<file path="src/rtl/host_uart_ui_rx_pkg.sv">
// Shared types and constants for the host UART receiver that drives ui_in.
// Sample indices assume 16 ticks per bit.
package host_uart_pkg;

  typedef enum logic [2:0] {
    IDLE,
    START,
    DATA,
    STOP,
    WAIT_HIGH
  } state_t;

  localparam logic [3:0] SAMPLE_A      = 4'd7;
  localparam logic [3:0] SAMPLE_B      = 4'd8;
  localparam logic [3:0] SAMPLE_DECIDE = 4'd9;
  localparam logic [3:0] BIT_END       = 4'd15;

  function automatic int calc_div(input int clk_hz, input int baud, input int os);
    return clk_hz / (baud * os);
  endfunction

endpackage

</file>
<file path="src/rtl/host_uart_ui_rx_tick.sv">
// Oversample tick generator: one-cycle tick every DIV clocks, restartable via clear.
module uart_baud_tick_gen #(
  parameter int DIV = 54
) (
  input  logic clk,
  input  logic rst,
  input  logic clear,
  output logic tick
);

  localparam int W = (DIV > 1) ? $clog2(DIV) : 1;

  logic [W-1:0] cnt;

  assign tick = (cnt == W'(DIV - 1));

  always_ff @(posedge clk) begin
    if (rst || clear) cnt <= '0;
    else if (tick)    cnt <= '0;
    else              cnt <= cnt + 1'b1;
  end

endmodule

</file>
<file path="src/rtl/host_uart_ui_rx.sv">
// 8N1 UART receiver with 3-sample majority vote; each good byte is latched
// into ui_value, which holds the core's ui_in bus between updates.
module host_uart_ui_rx
  import host_uart_pkg::*;
#(
  parameter int         CLK_FREQ_HZ = 100000000,
  parameter int         BAUD        = 115200,
  parameter int         OVERSAMPLE  = 16,
  parameter logic [7:0] UI_RESET    = 8'h00
) (
  input  logic       clk,
  input  logic       rst,
  input  logic       rx_in,
  output logic [7:0] ui_value,
  output logic [7:0] byte_data,
  output logic       byte_valid,
  output logic       framing_err,
  output logic       busy
);

  localparam int DIV = calc_div(CLK_FREQ_HZ, BAUD, OVERSAMPLE);

  logic [1:0] sync;
  logic       rxs;
  state_t     state, state_n;
  logic [3:0] samp_cnt;
  logic [2:0] bit_idx;
  logic [7:0] shift_reg;
  logic       s_a, s_b;
  logic       tick, tick_clear;
  logic       maj, at_decide, at_end;
  logic       valid_n, err_n;

  assign rxs = sync[1];

  // Counters are held at zero while idle, so timing restarts on the falling edge.
  assign tick_clear = (state == IDLE);

  uart_baud_tick_gen #(.DIV(DIV)) u_tick (
    .clk   (clk),
    .rst   (rst),
    .clear (tick_clear),
    .tick  (tick)
  );

  assign maj       = (s_a & s_b) | (s_a & rxs) | (s_b & rxs);
  assign at_decide = tick && (samp_cnt == SAMPLE_DECIDE);
  assign at_end    = tick && (samp_cnt == BIT_END);
  assign busy      = (state != IDLE);

  always_comb begin
    state_n = state;
    valid_n = 1'b0;
    err_n   = 1'b0;
    case (state)
      IDLE:      if (!rxs) state_n = START;
      START: begin
        if (at_decide && maj) state_n = IDLE;
        else if (at_end)      state_n = DATA;
      end
      DATA:      if (at_end && bit_idx == 3'd7) state_n = STOP;
      // Leave at mid-stop-bit so a following start bit is never missed.
      STOP: begin
        if (at_decide) begin
          if (maj) begin
            valid_n = 1'b1;
            state_n = IDLE;
          end else begin
            err_n   = 1'b1;
            state_n = WAIT_HIGH;
          end
        end
      end
      WAIT_HIGH: if (rxs) state_n = IDLE;
      default:   state_n = IDLE;
    endcase
  end

  always_ff @(posedge clk) begin
    if (rst) begin
      sync        <= 2'b11;
      state       <= IDLE;
      samp_cnt    <= '0;
      bit_idx     <= '0;
      shift_reg   <= '0;
      s_a         <= 1'b1;
      s_b         <= 1'b1;
      byte_valid  <= 1'b0;
      framing_err <= 1'b0;
      byte_data   <= '0;
      ui_value    <= UI_RESET;
    end else begin
      sync        <= {sync[0], rx_in};
      state       <= state_n;
      byte_valid  <= valid_n;
      framing_err <= err_n;

      if (state == IDLE) samp_cnt <= '0;
      else if (tick)     samp_cnt <= samp_cnt + 4'd1;

      if (tick && samp_cnt == SAMPLE_A) s_a <= rxs;
      if (tick && samp_cnt == SAMPLE_B) s_b <= rxs;

      if (state == DATA && at_decide) shift_reg <= {maj, shift_reg[7:1]};

      if (state == START && at_end)     bit_idx <= '0;
      else if (state == DATA && at_end) bit_idx <= bit_idx + 3'd1;

      if (valid_n) begin
        byte_data <= shift_reg;
        ui_value  <= shift_reg;
      end
    end
  end

endmodule

</file>
<file path="config.mk">
export PLATFORM = sky130hd
export DESIGN_NAME = host_uart_ui_rx
export DESIGN_NICKNAME = d
export VERILOG_FILES = /design/src/rtl/host_uart_ui_rx_pkg.sv /design/src/rtl/host_uart_ui_rx_tick.sv /design/src/rtl/host_uart_ui_rx.sv
export SDC_FILE = /design/constraint.sdc
export NUM_CORES = 1
export LEC_CHECK = 0
export CAP_MARGIN = 20
export CORE_MARGIN = 2
export CORE_UTILIZATION = 36
export DETAILED_ROUTE_END_ITERATION = 7
export PLACE_DENSITY_LB_ADDON = 0.2
export SYNTH_ARGS = -nofsm -noshare
export SYNTH_HDL_FRONTEND = slang
export SYNTH_SLANG_ARGS = --single-unit
</file>
<file path="constraint.sdc">
create_clock -name clk -period 2.05 [get_ports clk]
set_input_delay 0.205 -clock clk [delete_from_list [all_inputs] [get_ports clk]]
set_output_delay 0.205 -clock clk [all_outputs]
set_load 0.05 [all_outputs]
</file>
==> impl_results.md, run 1 <==
- Cell type with the highest occurrence count on the critical path: sky130_fd_sc_hd__a41oi_1
- DIE HEIGHT: 73.7 um
- Largest net degree at the start of global routing: 25
- Setup violators final: 0
- Startpoint type of the worst setup path: register
- Iteration-0 DRC Markers: 69
- First-pass GRT wire length: 5.75 mm
- Time the worst path needs with I/O delays and setup: 1.78 ns
- Horizontal die dimension: 73.7 um
- DPL Wire Length: 2.47 mm
- Number of flops mapped to enable cells by yosys: 0
- Final cycle utilization of the critical path: 86.6%
- Global routing usage on met2: 20.5%
- End of the worst register-to-register path: state[0]
- Max frequency: 563 MHz
- Buffer and inverter count on the worst path: 0
- Area grow syn2layout: 17.3%
- Port Buffer Count: 21
- Vias per inst: 5.00
- Routability cong.: 0.915
- Count of cells along the worst hold path: 1
- Pins Over Slew Limit: 0
- Wire length reported by the detailed router: 3.39 mm
- Met3 track demand over resource in global routing: 4.66%
- Reported max-cap violation count: 0
- Path type of the worst setup path: reg2reg
- Count of buffers added by post-CTS timing repair for setup: 0
- Number of I/O pins: 22
- Min-Delay Endpoint: sync[1]
- Initial standard-cell utilization of the core: 37.2%
- Area fraction in and, or, nand and nor cells after synthesis: 22.5%
- Xor/xnor share of the synthesized area: 4.51%
- Post-synthesis instance total: 187
- Net count after synthesis: 197
- Ranking of synthesized cells by area: sky130_fd_sc_hd__dfxtp_1 (44%), sky130_fd_sc_hd__mux2i_1 (9.7%), sky130_fd_sc_hd__nor2_1 (6.4%)
- Diodes inserted: 0
- Top cell family by delay on the critical path: simple AND/OR/NAND/NOR gates
- Required time of the critical path: 2.27 ns
- Result of the run: complete, no violations
- Total design power: 1320 uW
- GR Util All Layers: 14.0%
- Global Route met1 Usage: 18.1%
- #FFs+latches synth: 38
- Worst slew pin tran: 0.506 ns
- Congestion Overflow GR: 0
- Slew margin rel.: 66.2%
- Kind of end point of the critical path: register
- Post-Synth Adder-Cell Area: 5.59%
- Crit path largest cell delay: 0.41 ns
- Dominant combinational cell family by area after synthesis: simple AND/OR/NAND/NOR gates
- Most used flip-flop cell after synthesis: sky130_fd_sc_hd__dfxtp_1
- Count of cell instances traversed by the critical path: 5
- Maximum fanout along the worst path: 8
- Arrival time at the worst endpoint: 1.99 ns
- Async set-reset flop share out of synthesis: 0%
- Clock sink count: 38
- Setup_tns: 0 ns
- Area fraction in compound gates after synthesis: 6.23%
- Router iterations before antenna repair: 4
- DR WL/cell: 13.1 um
- Area share of the leading cell type in the synthesized netlist: 43.6%
- Worst reg-to-reg setup slack: 0.27 ns
- Final routed DRC violation total: 0
- Hold Path Origin: sync[0]
- Post-synthesis average cell area: 9.34 sq um
- Share of synthesized area occupied by flip-flops and latches: 43.6%
- Die Area: 5430 sq um
- Clock input transition at the sequential cells of the worst setup and hold paths: 0.08 ns
- Proportion of synthesized area in mux cells: 9.74%
- Cell taking the most area after synthesis: sky130_fd_sc_hd__dfxtp_1
- Worst r2r src: u_tick.cnt[0]
- Number of antenna violations at the first check in global routing: 0
- Leakage power summed over all cells: 0.000878 uW
- H-Tree Level Count: 2
- Root buffer cell: sky130_fd_sc_hd__clkbuf_8
- Count of cells along the worst register-to-register path: 5
- Maximum count of clock buffers along a single path: 2
- Number of nets in the layout: 214
- RSZ-0062 raised after global routing: no
- Post-route clock skew: 0.00682 ns
- Setup slack after placement: 0.310 ns
- Number of global-route vias before repair: 1218
- Slowest CP cell: sky130_fd_sc_hd__or4_1
- Area of the mapped netlist: 1750 sq um
- Share of layout cells above drive strength 1: 9.27%
- Hold Fails Final Rpt: 0
- Synth warnings: 0
- Power density cells: 647 nW/um^2
- Distinct cell type count after synthesis: 41
- Core area: 4690 sq um
- List of cells traversed by the critical path: ha_1 > and4b_1 > a41oi_1 > or4_1 > a41oi_1
- Worst min path class: reg2reg
- Via total after detailed routing: 1296
- Clock tree from TritonCTS: yes
- Hold-fix buffers, CTS: 0
- Site row count: 25
- Layer carrying the most global-route usage: met2
- Number of buffers inserted during clock tree synthesis: 5
- Minimum setup slack in the final design: 0.274 ns
- Count of nets left with antenna violations after detail routing: 0
- Latest clock arrival within the worst-skew pair: 0.29 ns
- Peak supply drop: 0.262 mV
[worst max path at each step]
stage	slack [ns]	from	endpoint
2_1_floorplan	0.41	state[0]	u_tick.cnt[2]
6_report	0.27	u_tick.cnt[0]	state[0]
3_5_place_dp	0.31	u_tick.cnt[0]	state[0]
4_1_cts	0.27	state[1]	busy
3_3_place_gp	0.35	state[1]	busy
5_1_grt	0.13	u_tick.cnt[0]	state[1]
[layer usage]
metal,share of wire [%],vias to the layer above
li1,-,664
met1,50,600
met2,44,24
met3,3.7,8
met4,2.4,0
met5,0,-
[cells in the mapped netlist (2+ instances only)]
cell type                  instances
sky130_fd_sc_hd__a21oi_1           4
sky130_fd_sc_hd__a41oi_1           2
sky130_fd_sc_hd__and3_1            2
sky130_fd_sc_hd__and3b_1           2
sky130_fd_sc_hd__buf_2             2
sky130_fd_sc_hd__buf_4            10
sky130_fd_sc_hd__clkbuf_1          3
sky130_fd_sc_hd__dfxtp_1          38
sky130_fd_sc_hd__ha_1              7
sky130_fd_sc_hd__inv_1             8
sky130_fd_sc_hd__mux2i_1          17
sky130_fd_sc_hd__nand2_1           8
sky130_fd_sc_hd__nand3_1          10
sky130_fd_sc_hd__nand4_1           2
sky130_fd_sc_hd__nor2_1           30
sky130_fd_sc_hd__nor2b_1           2
sky130_fd_sc_hd__nor3_1            3
sky130_fd_sc_hd__nor3b_1           2
sky130_fd_sc_hd__o21ai_0           2
sky130_fd_sc_hd__o311ai_0          2
sky130_fd_sc_hd__o31ai_1           2
sky130_fd_sc_hd__or2_2             3
sky130_fd_sc_hd__xnor2_1           7
sky130_fd_sc_hd__xor2_1            2
[placed cells by master (no fill, tap or decap), types with 2 or more instances in the layout]
master                             n
sky130_fd_sc_hd__ha_1              7
sky130_fd_sc_hd__and3b_1           2
sky130_fd_sc_hd__buf_4             5
sky130_fd_sc_hd__nand4_1           2
sky130_fd_sc_hd__o31ai_1           2
sky130_fd_sc_hd__nor3_1            3
sky130_fd_sc_hd__mux2i_1          17
sky130_fd_sc_hd__or2_2             3
sky130_fd_sc_hd__nor2b_1           2
sky130_fd_sc_hd__clkdlybuf4s50_1  20
sky130_fd_sc_hd__dfxtp_1          38
sky130_fd_sc_hd__nand2_1           8
sky130_fd_sc_hd__and3_1            2
sky130_fd_sc_hd__xor2_1            2
sky130_fd_sc_hd__xnor2_1           7
sky130_fd_sc_hd__nor3b_1           2
sky130_fd_sc_hd__nand3_1          10
sky130_fd_sc_hd__nor2_1           30
sky130_fd_sc_hd__a21oi_1           4
sky130_fd_sc_hd__clkbuf_8          6
sky130_fd_sc_hd__inv_1             8
sky130_fd_sc_hd__a41oi_1           2
sky130_fd_sc_hd__o311ai_0          2
sky130_fd_sc_hd__o21ai_0           2
[cell families (layout without fill, tap and decap cells)]
logic type	count (synthesis)	after routing
simple gates	75	75
mux	17	17
xor+xnor	9	9
fa+ha+maj	8	8
flops	38	38
compound gates	16	16
buf+inv	24	42
[power by group]
part,internal (uW),switching [uW]
Clock,270,272
Combinational,14.1,23.8
Sequential,742,3.06
[final cells by class]
cell class / instances / area (sq um)
Clock inverter: 2 / 12.5
Clock buffer: 6 / 82.6
Sequential cell: 38 / 761
Fill cell: 463 / 2640
Timing Repair Buffer: 26 / 246
Tap cell: 54 / 67.6
Multi-Input combinational cell: 125 / 848
Inverter: 8 / 30.0
[stage by stage]
| step | utilization (%) | cell area [sq um] | instances | hold WS, ns |
|---|---|---|---|---|
| after floorplan | - | 1750 | 187 | 0.309 |
| after global placement | 41.7 | 1950 | 251 | 0.400 |
| after detailed placement | 41.7 | 1950 | 251 | 0.392 |
| after CTS | 43.7 | 2050 | 259 | 0.415 |
| after global routing | 43.7 | 2050 | 259 | 0.446 |
| final | 43.7 | 2050 | 259 | 0.406 |
[what timing repair did]
action | 4_1_cts | 5_1_grt
setup endpoints to repair | 1 | 0
gates resized for setup | 1 | 0
hold endpoints to repair | 0 | 0
Note: power is estimated with default switching activity, not from simulation.
==> inputs of run 2 (changes only) <==
CORE_UTILIZATION = 38   (was 36)
==> impl_results.md, run 2 (same netlist as run 1, synthesis figures left out) <==
- Worst min path class: reg2reg
- Setup violators final: 0
- Number of nets in the layout: 214
- Max frequency: 566 MHz
- Latest clock arrival within the worst-skew pair: 0.29 ns
- Die Area: 5150 sq um
- Number of I/O pins: 22
- Clock sink count: 38
- Worst slew pin tran: 0.506 ns
- Site row count: 24
- Result of the run: complete, no violations
- Area grow syn2layout: 17.1%
- Number of inserted filler cells in the final layout: 433
- Iteration-0 DRC Markers: 87
- Leakage power summed over all cells: 0.000879 uW
- Sequential cell area: 761 sq um
- Arrival time at the worst endpoint: 1.56 ns
- Hold Path Origin: sync[0]
- Wire length reported by the detailed router: 3.40 mm
- Reported max-cap violation count: 0
- Required time of the critical path: 1.85 ns
- Horizontal die dimension: 71.8 um
- Worst r2r src: u_tick.cnt[0]
- First-pass GRT wire length: 5.64 mm
- Setup_tns: 0 ns
- Routability cong.: 0.892
- Slew margin rel.: 66.2%
- Router iterations before antenna repair: 6
- Diodes inserted: 0
- Final cycle utilization of the critical path: 86.2%
- Count of cells along the worst hold path: 1
- Count of nets left with antenna violations after detail routing: 0
- Number of buffers inserted during clock tree synthesis: 5
- Worst reg-to-reg setup slack: 0.29 ns
- Number of global-route vias before repair: 1250
- Power density cells: 643 nW/um^2
- Vias per inst: 5.14
- DR WL/cell: 13.2 um
- Min-Delay Endpoint: sync[1]
- Hold Fails Final Rpt: 0
- End of the worst register-to-register path: state[1]
- Maximum fanout along the worst path: 11
- Fin util: 46.7%
- Post-route clock skew: 0.00556 ns
- Kind of end point of the critical path: output port
- Number of antenna violations at the first check in global routing: 0
- Clock tree from TritonCTS: yes
- Count of cells along the worst register-to-register path: 5
- Initial standard-cell utilization of the core: 39.8%
- Peak supply drop: 0.428 mV
- Port Buffer Count: 21
- Most common cell after layout, fill and taps aside: sky130_fd_sc_hd__dfxtp_1
- H-Tree Level Count: 2
- DPL Wire Length: 2.54 mm
- Maximum count of clock buffers along a single path: 2
- Startpoint type of the worst setup path: register
- Core area: 4380 sq um
- Setup slack after placement: 0.306 ns
- Area taken by multi-input logic gates: 848 sq um
- Time the worst path needs with I/O delays and setup: 1.77 ns
- Final Hold Slack: 0.419 ns
- DIE HEIGHT: 71.8 um
- Clock input transition at the sequential cells of the worst setup and hold paths: 0.07 ns
- GR Util All Layers: 14.0%
- Highest-count cells in the layout ignoring fill and taps: sky130_fd_sc_hd__dfxtp_1 (38), sky130_fd_sc_hd__nor2_1 (30), sky130_fd_sc_hd__clkdlybuf4s50_1 (20), sky130_fd_sc_hd__mux2i_1 (17), sky130_fd_sc_hd__nand3_1 (10)
- Pins Over Slew Limit: 0
- Root buffer cell: sky130_fd_sc_hd__clkbuf_8
- Via total after detailed routing: 1322
- Share of layout cells above drive strength 1: 9.27%
- Final routed DRC violation total: 0
- Largest net degree at the start of global routing: 25
- Minimum setup slack in the final design: 0.283 ns
- RSZ-0062 raised after global routing: no
- Path type of the worst setup path: reg2out
- Congestion Overflow GR: 0
run 2: worst max-delay path by stage:
stage,end,slack (ns),startpoint
2_1_floorplan,u_tick.cnt[2],0.41,state[0]
3_3_place_gp,busy,0.33,state[0]
3_5_place_dp,state[1],0.31,u_tick.cnt[0]
4_1_cts,state[1],0.28,u_tick.cnt[0]
5_1_grt,state[1],0.08,u_tick.cnt[0]
6_report,busy,0.28,state[0]
run 2: power by group:
group	total (uW)	switching (uW)	internal [uW]
sequential	747	5.26	742
combinational	34.2	21.4	12.8
clock	534	264	270
run 2: worst max-delay path: stages, from the launching register on:
cell                            delay (ns)
sky130_fd_sc_hd__dfxtp_1              0.40
sky130_fd_sc_hd__or3_1                0.43
sky130_fd_sc_hd__dlygate4sd2_1        0.45
run 2: per-layer routing:
metal	track usage, %	up-vias	wire length, um	part of all wire, %
li1	-	671	-	-
met1	18.1	608	1630	48
met2	21.5	33	1520	45
met3	3.94	10	155	4.6
met4	6.92	0	90	2.7
met5	0	-	0	0
run 2: stage by stage:
stage                     area [sq um]  cells  power (uW)
after floorplan                   1750    187         787
after global placement            1950    249         798
after detailed placement          1950    249         799
after CTS                         2050    257        1330
after global routing              2050    257        1360
final                             2050    257        1320
run 2: final cells by class:
class	count	area share, %
tap	52	3.18
timing repair buffer	26	12.0
sequential	38	37.2
multi-input combinational	125	41.5
inverter	8	1.47
clock buffer	6	4.04
clock inverter	2	0.612
run 2: what timing repair did:
item / in CTS / in global routing
endpoints found under the setup margin: 1 / 0
hold buffers: 0 / 0
buffers inserted: 0 / 0
gates resized for setup: 1 / 0
